===== src/rtl/lvds_pkg.sv =====
`default_nettype none
// ---------------------------------------------------------------------------
// lvds_pkg : state encodings, counter width and helpers for the link supervisor
// Revision : 1.0
// ---------------------------------------------------------------------------
package lvds_pkg;

  localparam logic [2:0] ST_IDLE       = 3'd0;
  localparam logic [2:0] ST_WAIT_READY = 3'd1;
  localparam logic [2:0] ST_FLUSH      = 3'd2;
  localparam logic [2:0] ST_ALIGN      = 3'd3;
  localparam logic [2:0] ST_RUN        = 3'd4;
  localparam logic [2:0] ST_HOLDOFF    = 3'd5;

  localparam int CNT_W = 8;

  typedef logic [CNT_W-1:0] cnt_t;

  function automatic int max3(input int a, input int b, input int c);
    int m;
    m = (a > b) ? a : b;
    return (m > c) ? m : c;
  endfunction

endpackage : lvds_pkg
`default_nettype wire


===== src/rtl/lvds_sat_counter.sv =====
`default_nettype none
// ---------------------------------------------------------------------------
// lvds_sat_counter : saturating health counter, clear beats increment
// Revision : 1.0
// ---------------------------------------------------------------------------
module lvds_sat_counter
  import lvds_pkg::*;
(
  input  logic clk,
  input  logic rst_n,
  input  logic inc,
  input  logic clr,
  output cnt_t count
);

  always_ff @(posedge clk or negedge rst_n) begin
    if (!rst_n) begin
      count <= '0;
    end else if (clr) begin
      count <= '0;
    end else if (inc && (count != '1)) begin
      count <= count + cnt_t'(1);
    end
  end

endmodule : lvds_sat_counter
`default_nettype wire


===== src/rtl/lvds_link_supervisor.sv =====
`default_nettype none
// ---------------------------------------------------------------------------
// lvds_link_supervisor : bring-up / recovery sequencer for the LVDS RX path
// Revision : 1.0
// ---------------------------------------------------------------------------
module lvds_link_supervisor
  import lvds_pkg::*;
#(
  parameter int FLUSH_CYCLES   = 16,
  parameter int ALIGN_TIMEOUT  = 1024,
  parameter int HOLDOFF_CYCLES = 256
) (
  input  logic       i_sys_clk,
  input  logic       i_rst_b,
  input  logic       i_cfg_en,
  input  logic       i_lvds_ready,
  input  logic       i_sync_found,
  input  logic       i_clr_cnt,
  output logic       o_fifo_flush,
  output logic       o_align_en,
  output logic       o_rx_enable,
  output logic       o_link_up,
  output logic [2:0] o_state,
  output cnt_t       o_dropout_cnt,
  output cnt_t       o_align_fail_cnt
);

  localparam int TMR_MAX = max3(FLUSH_CYCLES, ALIGN_TIMEOUT, HOLDOFF_CYCLES);
  localparam int TMR_W   = $clog2(TMR_MAX) + 1;

  // Loads are N-1 so that a timed state lasts exactly N cycles, exiting at 0.
  localparam logic [TMR_W-1:0] FLUSH_LOAD   = TMR_W'(FLUSH_CYCLES - 1);
  localparam logic [TMR_W-1:0] ALIGN_LOAD   = TMR_W'(ALIGN_TIMEOUT - 1);
  localparam logic [TMR_W-1:0] HOLDOFF_LOAD = TMR_W'(HOLDOFF_CYCLES - 1);

  logic [2:0]       state;
  logic [2:0]       state_nxt;
  logic [TMR_W-1:0] timer;
  logic [TMR_W-1:0] timer_nxt;
  logic [TMR_W-1:0] timer_dec;
  logic             timer_done;
  logic             dropout_inc;
  logic             align_fail_inc;

  assign timer_done = (timer == '0);
  assign timer_dec  = timer_done ? '0 : timer - TMR_W'(1);

  always_comb begin
    state_nxt      = state;
    timer_nxt      = timer;
    dropout_inc    = 1'b0;
    align_fail_inc = 1'b0;
    if (!i_cfg_en) begin
      state_nxt = ST_IDLE;
      timer_nxt = '0;
    end else begin
      case (state)
        ST_IDLE: begin
          state_nxt = ST_WAIT_READY;
        end
        ST_WAIT_READY: begin
          if (i_lvds_ready) begin
            state_nxt = ST_FLUSH;
            timer_nxt = FLUSH_LOAD;
          end
        end
        ST_FLUSH: begin
          if (!i_lvds_ready) begin
            state_nxt = ST_HOLDOFF;
            timer_nxt = HOLDOFF_LOAD;
          end else if (timer_done) begin
            state_nxt = ST_ALIGN;
            timer_nxt = ALIGN_LOAD;
          end else begin
            timer_nxt = timer_dec;
          end
        end
        ST_ALIGN: begin
          // Sync is checked before the timeout so a lock on the last cycle wins.
          if (!i_lvds_ready) begin
            state_nxt = ST_HOLDOFF;
            timer_nxt = HOLDOFF_LOAD;
          end else if (i_sync_found) begin
            state_nxt = ST_RUN;
            timer_nxt = '0;
          end else if (timer_done) begin
            state_nxt      = ST_HOLDOFF;
            timer_nxt      = HOLDOFF_LOAD;
            align_fail_inc = 1'b1;
          end else begin
            timer_nxt = timer_dec;
          end
        end
        ST_RUN: begin
          if (!i_lvds_ready) begin
            state_nxt   = ST_HOLDOFF;
            timer_nxt   = HOLDOFF_LOAD;
            dropout_inc = 1'b1;
          end
        end
        ST_HOLDOFF: begin
          if (timer_done) begin
            state_nxt = ST_WAIT_READY;
          end else begin
            timer_nxt = timer_dec;
          end
        end
        default: begin
          state_nxt = ST_IDLE;
          timer_nxt = '0;
        end
      endcase
    end
  end

  // Outputs are decoded from the next state so they switch on the same edge.
  always_ff @(posedge i_sys_clk or negedge i_rst_b) begin
    if (!i_rst_b) begin
      state        <= ST_IDLE;
      timer        <= '0;
      o_fifo_flush <= 1'b0;
      o_align_en   <= 1'b0;
      o_rx_enable  <= 1'b0;
      o_link_up    <= 1'b0;
    end else begin
      state        <= state_nxt;
      timer        <= timer_nxt;
      o_fifo_flush <= (state_nxt == ST_FLUSH);
      o_align_en   <= (state_nxt == ST_ALIGN);
      o_rx_enable  <= (state_nxt == ST_RUN);
      o_link_up    <= (state_nxt == ST_RUN);
    end
  end

  assign o_state = state;

  lvds_sat_counter u_dropout_cnt (
    .clk   (i_sys_clk),
    .rst_n (i_rst_b),
    .inc   (dropout_inc),
    .clr   (i_clr_cnt),
    .count (o_dropout_cnt)
  );

  lvds_sat_counter u_align_fail_cnt (
    .clk   (i_sys_clk),
    .rst_n (i_rst_b),
    .inc   (align_fail_inc),
    .clr   (i_clr_cnt),
    .count (o_align_fail_cnt)
  );

endmodule : lvds_link_supervisor
`default_nettype wire

===== config.mk =====
export PLATFORM = sky130hd
export DESIGN_NAME = lvds_link_supervisor
export DESIGN_NICKNAME = d
export VERILOG_FILES = /design/src/rtl/lvds_pkg.sv /design/src/rtl/lvds_sat_counter.sv /design/src/rtl/lvds_link_supervisor.sv
export SDC_FILE = /design/constraint.sdc
export NUM_CORES = 1
export LEC_CHECK = 0
export BUFFER_PORTS_ARGS = -buffer_cell sky130_fd_sc_hd__buf_2
export CAP_MARGIN = 10
export CORE_UTILIZATION = 30
export DETAILED_ROUTE_END_ITERATION = 7
export GPL_ROUTABILITY_DRIVEN = 1
export PLACE_DENSITY = 0.58
export SETUP_SLACK_MARGIN = 0.02
export SKIP_LAST_GASP = 1
export SYNTH_ARGS = -nofsm -noshare
export SYNTH_HDL_FRONTEND = slang
export SYNTH_SLANG_ARGS = --single-unit

===== constraint.sdc =====
create_clock -name i_sys_clk -period 6.4 [get_ports i_sys_clk]
set_clock_uncertainty 0.1 [all_clocks]
set_input_delay 1.28 -clock i_sys_clk [delete_from_list [all_inputs] [get_ports i_sys_clk]]
set_output_delay 1.28 -clock i_sys_clk [all_outputs]
set_load 0.005 [all_outputs]

==> results of run 1 <==
## registers in the layout, indices dropped and copies added, names as in the netlist
register,cells
timer,11
o_state,3
o_link_up,1
o_align_en,1
u_align_fail_cnt.count,8
o_fifo_flush,1
u_dropout_cnt.count,8
## power breakdown
part	switching, W	leakage [nW]	internal, W
clock network	0.0000780	0.0585	0.000127
logic	0.0000674	0.588	0.0000387
registers	0.0000130	0.457	0.000215
total	0.000159	1.10	0.000380
## critical path: cells and delay by family
| kind | cells | cell delay, ns |
|---|---|---|
| muxes | 1 | 0.36 |
| and+or+nand+nor | 1 | 0.08 |
| AOI/OAI and AO/OA | 3 | 0.86 |
| buffers and inverters | 1 | 0.21 |
## final cells by class
| type | instances | area, µm² | area share |
|---|---|---|---|
| Tap cell | 77 | 96.3 | 0.0412 |
| Clock inverter | 1 | 30.0 | 0.0128 |
| Timing Repair Buffer | 28 | 140 | 0.0600 |
| Sequential cell | 33 | 826 | 0.353 |
| Clock buffer | 7 | 86.3 | 0.0369 |
| Inverter | 5 | 18.8 | 0.00803 |
| Multi-Input combinational cell | 169 | 1140 | 0.488 |
## cell families after synthesis
family	after synthesis
flip-flops	33
adder cells (fa/ha/maj)	4
multiplexers	4
AO/OA/AOI/OAI	56
buffers and inverters	16
XOR/XNOR	12
AND/OR/NAND/NOR	93
## per-stage QoR
step           instance area [µm²]  hold slack, ns  power (W)   util  cells
3_3_place_gp                  2220           0.440   0.000337  0.344    312
3_5_place_dp                  2220           0.442   0.000337  0.344    312
6_report                      2340           0.455   0.000539  0.362    320
2_1_floorplan                 2050           0.421   0.000313      -    218
4_1_cts                       2340           0.460   0.000544  0.362    320
5_1_grt                       2340           0.489   0.000568  0.362    320
## synthesized netlist by cell type (all sizes together), types with 2 or more instances
cell	instances
a211oi	3
a21o	6
a21oi	10
a22o	4
a22oi	3
and3	5
buf	6
clkbuf	4
dfrtp	33
ha	4
inv	5
mux2i	3
nand2	12
nand2b	6
nand3	9
nand4	8
nor2	21
nor2b	4
nor3	13
nor3b	2
nor4	5
o211ai	2
o21ai	14
o2bb2ai	2
o31ai	3
or3	3
xnor2	5
xor2	7
## routing by layer
metal | up-vias | global-route usage
met5 | - | 0
met4 | 0 | 0.0570
met3 | 7 | 0.0295
met2 | 42 | 0.217
met1 | 813 | 0.190
li1 | 856 | -
## cells in the final DEF, fill, tap and decap left out, drive strengths merged, types with 7 or more instances in the layout
master,synthesis,final
a21oi,10,10
nand4,8,8
dfrtp,33,33
nor2,21,21
xor2,7,7
nand3,9,9
buf,6,28
nand2,12,12
nor3,13,13
o21ai,14,14
clkbuf,4,7
## worst paths after layout
kind,cells after the start,to,from
worst min-delay path,1,timer[10],timer[10]
worst max-delay path,6,timer[7],i_lvds_ready
worst max register to register,7,u_align_fail_cnt.count[7],timer[0]
max in group asynchronous,1,u_dropout_cnt.count[2],i_rst_b
worst min register to register,1,timer[10],timer[10]
min in group asynchronous,1,timer[9],i_rst_b
==> impl_metrics.toml, run 1 <==
[detailed_routing]
met2WireLength_mm = 2.15
met3_length_um = 212
dr_total_vias = 1718
wl_per_cell_um = 14.4
drt_pre_antenna_iters = 4
drtAntennaViolNets = 0
drt-vias-per-instance = 5.37
drt_iter0_markers = 91
wl_met1_mm = 2.17
topRoutingLayerUsed = "met4"
routed_wl_mm = 4.61
drc = 0

[setup_path]
crit_slowest_cell = "mux2_2"
critical_path.startpoint_type = "primary input"
critPathCaptureType = "flip-flop"
setup.worst_path.class = "primary input to flip-flop"
timing.critical_path.arrival_ns = 2.79
path_max_fanout = 13
reg2reg_setup_slack_ns = 3.98
cp_cell_sequence = "buf_2, mux2_2, o221ai_1, a21o_1, nor3_1, a221o_2"
critPathRequiredTime_ns = 6.47
critPathMaxStageDelay_ns = 0.36

[place]
routabilityCongestion = 0.845
place_hpwl_mm = 3.18
pre_cts_ws_ns = 3.40
placement.io_buffers = 28

[logic_synthesis]
synthArstFlopShare = 1.00
mapped_area_mm2 = 0.00205
yosys.area_share.simple = 0.273
post-synth-top-area-fraction = 0.403
synth_nets = 228
syn_avg_cell_area_um2 = 9.40
synth_top_flop_cell = "dfrtp_1"
synthesis.instances = 218
fraction_of_the_mapped_netlist_area_in_compound_gates = 0.187
dominant_combinational_cell_family_by_area_after_synthesis = "simple AND/OR/NAND/NOR gates"
synth_warnings = 0
yosys_register_bits = 33
post_synth_num_cell_types = 53
netlist.top_cell.by_area = "dfrtp_1"
synth.area.mux_share = 0.0201
synth-xor-area-share = 0.0513
yosys.area_share.adder = 0.0244
synth_edf_count = 0
synth-seq-area-share = 0.403
synth_top_cells_by_area = "dfrtp_1 (40%), nor2_1 (3.8%), o21ai_0 (3.4%)"

[power]
power.leakage_nw = 1.10
vdd_drop_max_v = 0.000105
power_density_mw_per_mm2 = 231

[clocking]
clock_sink_count = 33
number_of_buffers_on_the_longest_clock_path = 2
clockRootBuffer = "clkbuf_8"
source_to_sink_clock_delay_at_the_later_pin_of_the_worst_skew_pair_ns = 0.29
post_cts_setup_buffers = 0
cts_buffers = 5
tritoncts = "done"
cts-htree-levels = 2
post_cts_resized = 0
clk_pin_slew_worst_paths_ns = 0.07
cts_hold_repair.buffers = 0

[worst_hold_path]
min-delay-path-class = "flip-flop to flip-flop"

[sta]
slew_headroom = 0.483
unrepaired_setup_endpoints_after_global_routing = "no"
setup_ws_ns = 3.68
slew_violations = 0
period_share = 0.425
final_setup_vio_count = 0
timing_hold_violations_final = 0
final_period_minus_worst_setup_slack_ns = 2.72
fin_tns_setup_ns = 0
max_freq_ghz = 0.367
worst_pin_slew_ns = 0.775

[floorplan]
floorplan.initialDensity = 0.317
core-area_mm2 = 0.00646
rows = 29
dieHeight_um = 84.7
die-width_um = 84.7
die_area_mm2 = 0.00717
ioPinCount = 29

[global_routing]
first_global_vias = 1675
grt_first_pass_wirelength_mm = 8.09
grt-ovfl-total = 0
antenna_found_initial = 0
maximum_number_of_pins_on_one_net_before_global_route_repair = 34
grtUsageTotal = 0.140

[layout]
post_route_cells_drive_above_1_share = 0.202
area_growth_syn_to_layout_pct = 14.0
num-fill-cells = 666
diodes = 0
final_net_count = 252

[flow_run]
max_cap_viol_count = 0

[run_status]
status = "finished clean"
Note: power is estimated with default switching activity, not from simulation.
==> inputs of run 2 (changes only) <==
Settings changed: PLACE_DENSITY 0.58 to 0.6.
Clock period 6.4 ns to 2.2 ns, I/O delays scaled along.
==> run 2 against run 1 <==
  * Wire length grew 2.7%
  * The flow now finishes with violations (design-rule violations)
  * Highest routed layer unchanged
  * Clock-buffer cell count down 2
  * Sequential power grew to 2.9 times the previous value
  * Critical path depth is 1 higher
  * Cell area increased by 5.3%
  * Sequential share of layout area shrank 1.8 points
  * Combinational power rose to 3.3 times the previous value
  * Global-route usage is 0.050 points lower
  * Via count is 4.2% higher
  * Sequential cell count did not move
==> impl_metrics.toml, run 2 (synthesis results as in run 1) <==
[setup_path]
setup.worst_path.class = "flip-flop to flip-flop"
crit_slowest_cell = "dfrtp_1"
critPathRequiredTime_ns = 2.31
critical_path.startpoint_type = "flip-flop"
cp_cell_sequence = "inv_1, ha_1, nor3b_4, and4_1, nand4_4, or3_1, a21oi_1"
timing.critical_path.arrival_ns = 2.16
path_max_fanout = 5
critical_path.top_delay_family = "simple AND/OR/NAND/NOR gates"
critPathMaxStageDelay_ns = 0.43
critPathCaptureType = "flip-flop"
path_buf_inv = 1

[clocking]
cts_buffers = 5
tritoncts = "done"
clockRootBuffer = "clkbuf_8"
number_of_buffers_on_the_longest_clock_path = 2
cts-htree-levels = 2
clock_sink_count = 33
source_to_sink_clock_delay_at_the_later_pin_of_the_worst_skew_pair_ns = 0.28
clk_pin_slew_worst_paths_ns = 0.07

[global_routing]
first_global_vias = 1693
maximum_number_of_pins_on_one_net_before_global_route_repair = 34
grt-ovfl-total = 0
antenna_found_initial = 0
grt_first_pass_wirelength_mm = 8.06
grtUsageTotal = 0.140

[power]
comb_power_share = 0.208
vdd_drop_max_v = 0.000245
p_int_w = 0.00122
clockPowerShare = 0.404
power.switching_w = 0.000480
power_density_mw_per_mm2 = 691
seqPwrFrac = 0.387
switching_share = 0.282
power.leakage_nw = 1.17

[sta]
final_period_minus_worst_setup_slack_ns = 2.05
worst_pin_slew_ns = 0.805
unrepaired_setup_endpoints_after_global_routing = "yes"
fin_tns_setup_ns = 0
timing_hold_violations_final = 0
timing.hold.ws_ns = 0.142
period_share = 0.931
setup_ws_ns = 0.152
slew_headroom = 0.463
final_setup_vio_count = 0
slew_violations = 0
max_freq_ghz = 0.488

[floorplan]
die_area_mm2 = 0.00717
dieHeight_um = 84.7
floorplan.initialDensity = 0.317
ioPinCount = 29
die-width_um = 84.7
rows = 29
core-area_mm2 = 0.00646

[layout]
num-fill-cells = 655
layout_common_cells = "dfrtp_1 (33), buf_2 (28), nor2_1 (21)"
mostFrequentLayoutCell = "dfrtp_1"
diodes = 0
max_flop_register = "timer"
largestRegisters = "timer x11, u_align_fail_cnt.count x8, u_dropout_cnt.count x8"
largest_register_ff_count = 11
area_growth_syn_to_layout_pct = 20.1
layout.cell_area.non_filler_mm2 = 0.00246
final_net_count = 264
post_route_cells_drive_above_1_share = 0.259

[detailed_routing]
drtAntennaViolNets = 0
drt_pre_antenna_iters = 7
wl_per_cell_um = 14.3
drt_iter0_markers = 97
routed_wl_mm = 4.73
dr_total_vias = 1791
drc = 3
drt-vias-per-instance = 5.39

[place]
pre_cts_ws_ns = 0.155
dpl_cell_area_mm2 = 0.00231
placement.io_buffers = 28
routabilityCongestion = 0.813
place_hpwl_mm = 3.47

[run_status]
status = "finished, violations left"
failed_checks = "design-rule violations"

[flow_run]
max_cap_viol_count = 0

[worst_hold_path]
min-delay-path-class = "primary input to async pin"
==> run 2: cell type report <==
class	instances	area (µm²)	area share
Clock buffer	5	68.8	0.0280
Tap cell	77	96.3	0.0391
Inverter	5	18.8	0.00763
Timing Repair Buffer	40	230	0.0935
Clock inverter	3	65.1	0.0264
Multi-Input combinational cell	169	1160	0.470
Sequential cell	33	826	0.336
==> run 2: power by group through the flow <==
stage | Clock (W) | Combinational, W | Sequential, W
floorplan | 0 | 0.000251 | 0.000659
global placement | 0 | 0.000349 | 0.000668
detailed placement | 0 | 0.000349 | 0.000669
CTS | 0.000702 | 0.000350 | 0.000657
global route | 0.000726 | 0.000398 | 0.000662
finish | 0.000688 | 0.000354 | 0.000658
==> run 2: path summary, 6_finish.rpt <==
path                                             end      start  slack (ns)  depth (start not counted)
max reg2reg                u_align_fail_cnt.count[7]   timer[0]        0.15                          7
max in group asynchronous                   timer[2]    i_rst_b        1.35                          1
min in group i_sys_clk        u_dropout_cnt.count[6]  i_clr_cnt        0.41                          2
max                        u_align_fail_cnt.count[7]   timer[0]        0.15                          7
min reg2reg                                timer[10]  timer[10]        0.45                          1
min                                         timer[9]    i_rst_b        0.14                          1
==> run 2: metrics by stage <==
step                      utilization  total power, W  cells
final                           0.381         0.00170    332
after global routing            0.381         0.00179    332
after CTS                       0.379         0.00171    332
after detailed placement        0.358         0.00102    324
after global placement          0.358         0.00102    324
after floorplan                     -        0.000909    218
==> run 2: metal layers <==
| layer | vias up | wire [µm] | GRT usage |
|---|---|---|---|
| met5 | - | 0 | 0 |
| met2 | 31 | 2260 | 0.224 |
| met4 | 0 | 43 | 0.0462 |
| li1 | 881 | - | - |
| met3 | 5 | 181 | 0.0354 |
| met1 | 874 | 2240 | 0.184 |
==> run 2: timing repair <==
action	4_1_cts	5_1_grt
buffers inserted	0	0
gates resized for setup	0	4
endpoints found under the setup margin	0	4
hold buffers	0	0
==> inputs of run 3 (changes only) <==
Settings changed: CORE_ASPECT_RATIO from default to 1.5.
==> run 3 against run 2 <==
  * The run now ends clean
  * Sequential cell count stayed put
  * Clock power is 35% lower
  * Worst setup slack worse by 0.020 ns
  * Power is 14% lower
  * First-iteration DRC count is 8.2% higher
  * Utilization is 1.5 points lower
  * Critical path depth stayed put
  * Sequential power is 0.6% lower
  * Clock-buffer cell count stayed put
  * Hold slack worse by 0.021 ns
  * Critical path type unchanged
  * Highest routed layer unchanged
==> impl_metrics.toml, run 3 (synthesis results as in run 1) <==
[floorplan]
die_area_mm2 = 0.00717
ioPinCount = 29
die-width_um = 69.5
floorplan.initialDensity = 0.314
core-area_mm2 = 0.00653
dieHeight_um = 103
rows = 36

[global_routing]
antenna_found_initial = 0
maximum_number_of_pins_on_one_net_before_global_route_repair = 34
first_global_vias = 1711
grt-ovfl-total = 0
grtUsageTotal = 0.143
grt_first_pass_wirelength_mm = 8.19

[clocking]
source_to_sink_clock_delay_at_the_later_pin_of_the_worst_skew_pair_ns = 0.29
post_cts_setup_buffers = 0
cts-htree-levels = 2
tritoncts = "done"
number_of_buffers_on_the_longest_clock_path = 2
cts_buffers = 5
post_cts_resized = 0
clockRootBuffer = "clkbuf_8"
cts_hold_repair.buffers = 0
clock_sink_count = 33
clk_pin_slew_worst_paths_ns = 0.07

[layout]
layout_common_cells = "dfrtp_1 (33), buf_2 (28), nor2_1 (21)"
largest_register_ff_count = 11
postLayoutCoreUtil = 0.366
multi_input_comb_area_mm2 = 0.00114
area.sequential_um2 = 826
num-fill-cells = 666
post_route_cells_drive_above_1_share = 0.244
final_net_count = 263
mostFrequentLayoutCell = "dfrtp_1"
largestRegisters = "timer x11, u_align_fail_cnt.count x8, u_dropout_cnt.count x8"
max_flop_register = "timer"
area_growth_syn_to_layout_pct = 16.6
diodes = 0
layout.cell_area.non_filler_mm2 = 0.00239

[sta]
slew_headroom = 0.491
setup_ws_ns = 0.133
timing_hold_violations_final = 0
max_freq_ghz = 0.484
unrepaired_setup_endpoints_after_global_routing = "yes"
worst_pin_slew_ns = 0.763
final_setup_vio_count = 0
fin_tns_setup_ns = 0
final_period_minus_worst_setup_slack_ns = 2.07
period_share = 0.940
slew_violations = 0

[setup_path]
critPathCaptureType = "flip-flop"
critical_path.startpoint_type = "flip-flop"
critical_path.top_delay_family = "compound AO/OA/AOI/OAI gates"
timing.critical_path.arrival_ns = 2.16
path_buf_inv = 1
path_max_fanout = 7
setup.worst_path.class = "flip-flop to flip-flop"
cp_cell_sequence = "inv_1, ha_1, nor3b_4, and3_2, a21oi_1, o21ai_0, o311ai_1"
reg2reg_from = "timer[0]"
critPathMaxStageDelay_ns = 0.45
critPathRequiredTime_ns = 2.29
setup.worst_path.start = "timer[0]"
crit_slowest_cell = "a21oi_1"

[place]
routabilityCongestion = 0.824
pre_cts_ws_ns = 0.126
dpl_cell_area_mm2 = 0.00230
placement.io_buffers = 28
place_hpwl_mm = 3.59

[detailed_routing]
drc = 0
drt-vias-per-instance = 5.37
routed_wl_mm = 4.83
drt_iter0_markers = 105
wl_per_cell_um = 14.6
dr_total_vias = 1772
drtAntennaViolNets = 0
drt_pre_antenna_iters = 4

[run_status]
status = "finished clean"

[power]
switching_share = 0.326
power_density_mw_per_mm2 = 611
seqPwrFrac = 0.448
power.leakage_nw = 1.14
comb_power_share = 0.244
vdd_drop_max_v = 0.000188
p_int_w = 0.000984
power.switching_w = 0.000475
clockPowerShare = 0.308

[flow_run]
max_cap_viol_count = 0

[worst_hold_path]
min-delay-path-class = "primary input to async pin"
[run 3: changes by cell type in the layout (fill, tap and decap cells not counted), sizes merged]
cell      change
bufinv        -2
buf           -1
clkinv        +1
clkinvlp      +1
[run 3: stage by stage]
stage	hold slack (ns)	std cells	power, W
after global routing	0.187	330	0.00154
after floorplan	0.0444	218	0.000909
final	0.120	330	0.00146
after detailed placement	0.451	322	0.00102
after global placement	0.438	322	0.00101
after CTS	0.145	330	0.00148
[run 3: power by group through the flow]
stage                     logic, W  clock network, W  registers [W]
after floorplan           0.000251                 0       0.000659
after global placement    0.000349                 0       0.000665
after detailed placement  0.000352                 0       0.000666
after CTS                 0.000353          0.000471       0.000654
after global routing      0.000394          0.000489       0.000658
final                     0.000355          0.000449       0.000654
[run 3: final cells by class]
| type | instances | area share |
|---|---|---|
| Multi-Input combinational cell | 169 | 0.477 |
| Sequential cell | 33 | 0.346 |
| Timing Repair Buffer | 39 | 0.0932 |
| Tap cell | 76 | 0.0398 |
| Clock buffer | 5 | 0.0288 |
| Inverter | 5 | 0.00785 |
| Clock inverter | 3 | 0.00733 |
[run 3: worst register-to-register path, cell delays in order, from the launching register on]
cell and delay [ns]:
dfrtp_1 0.40, inv_1 0.08, ha_1 0.24, nor3b_4 0.18
and3_2 0.23, a21oi_1 0.45, o21ai_0 0.17, o311ai_1 0.12
[run 3: metal layers]
layer  share of wire  global-route usage
met1            0.42               0.166
met2            0.53               0.264
met3           0.025              0.0184
met4           0.024              0.0612
met5               0                   0
[run 3: worst paths after layout]
check | slack (ns) | cells after the start | endpoint
worst max-delay path | 0.13 | 7 | timer[5]
worst min-delay path | 0.12 | 1 | o_fifo_flush
worst max register to register | 0.13 | 7 | timer[5]
worst min register to register | 0.46 | 1 | timer[10]
max in group asynchronous | 1.39 | 1 | u_align_fail_cnt.count[3]
min in group i_sys_clk | 0.42 | 2 | u_dropout_cnt.count[6]
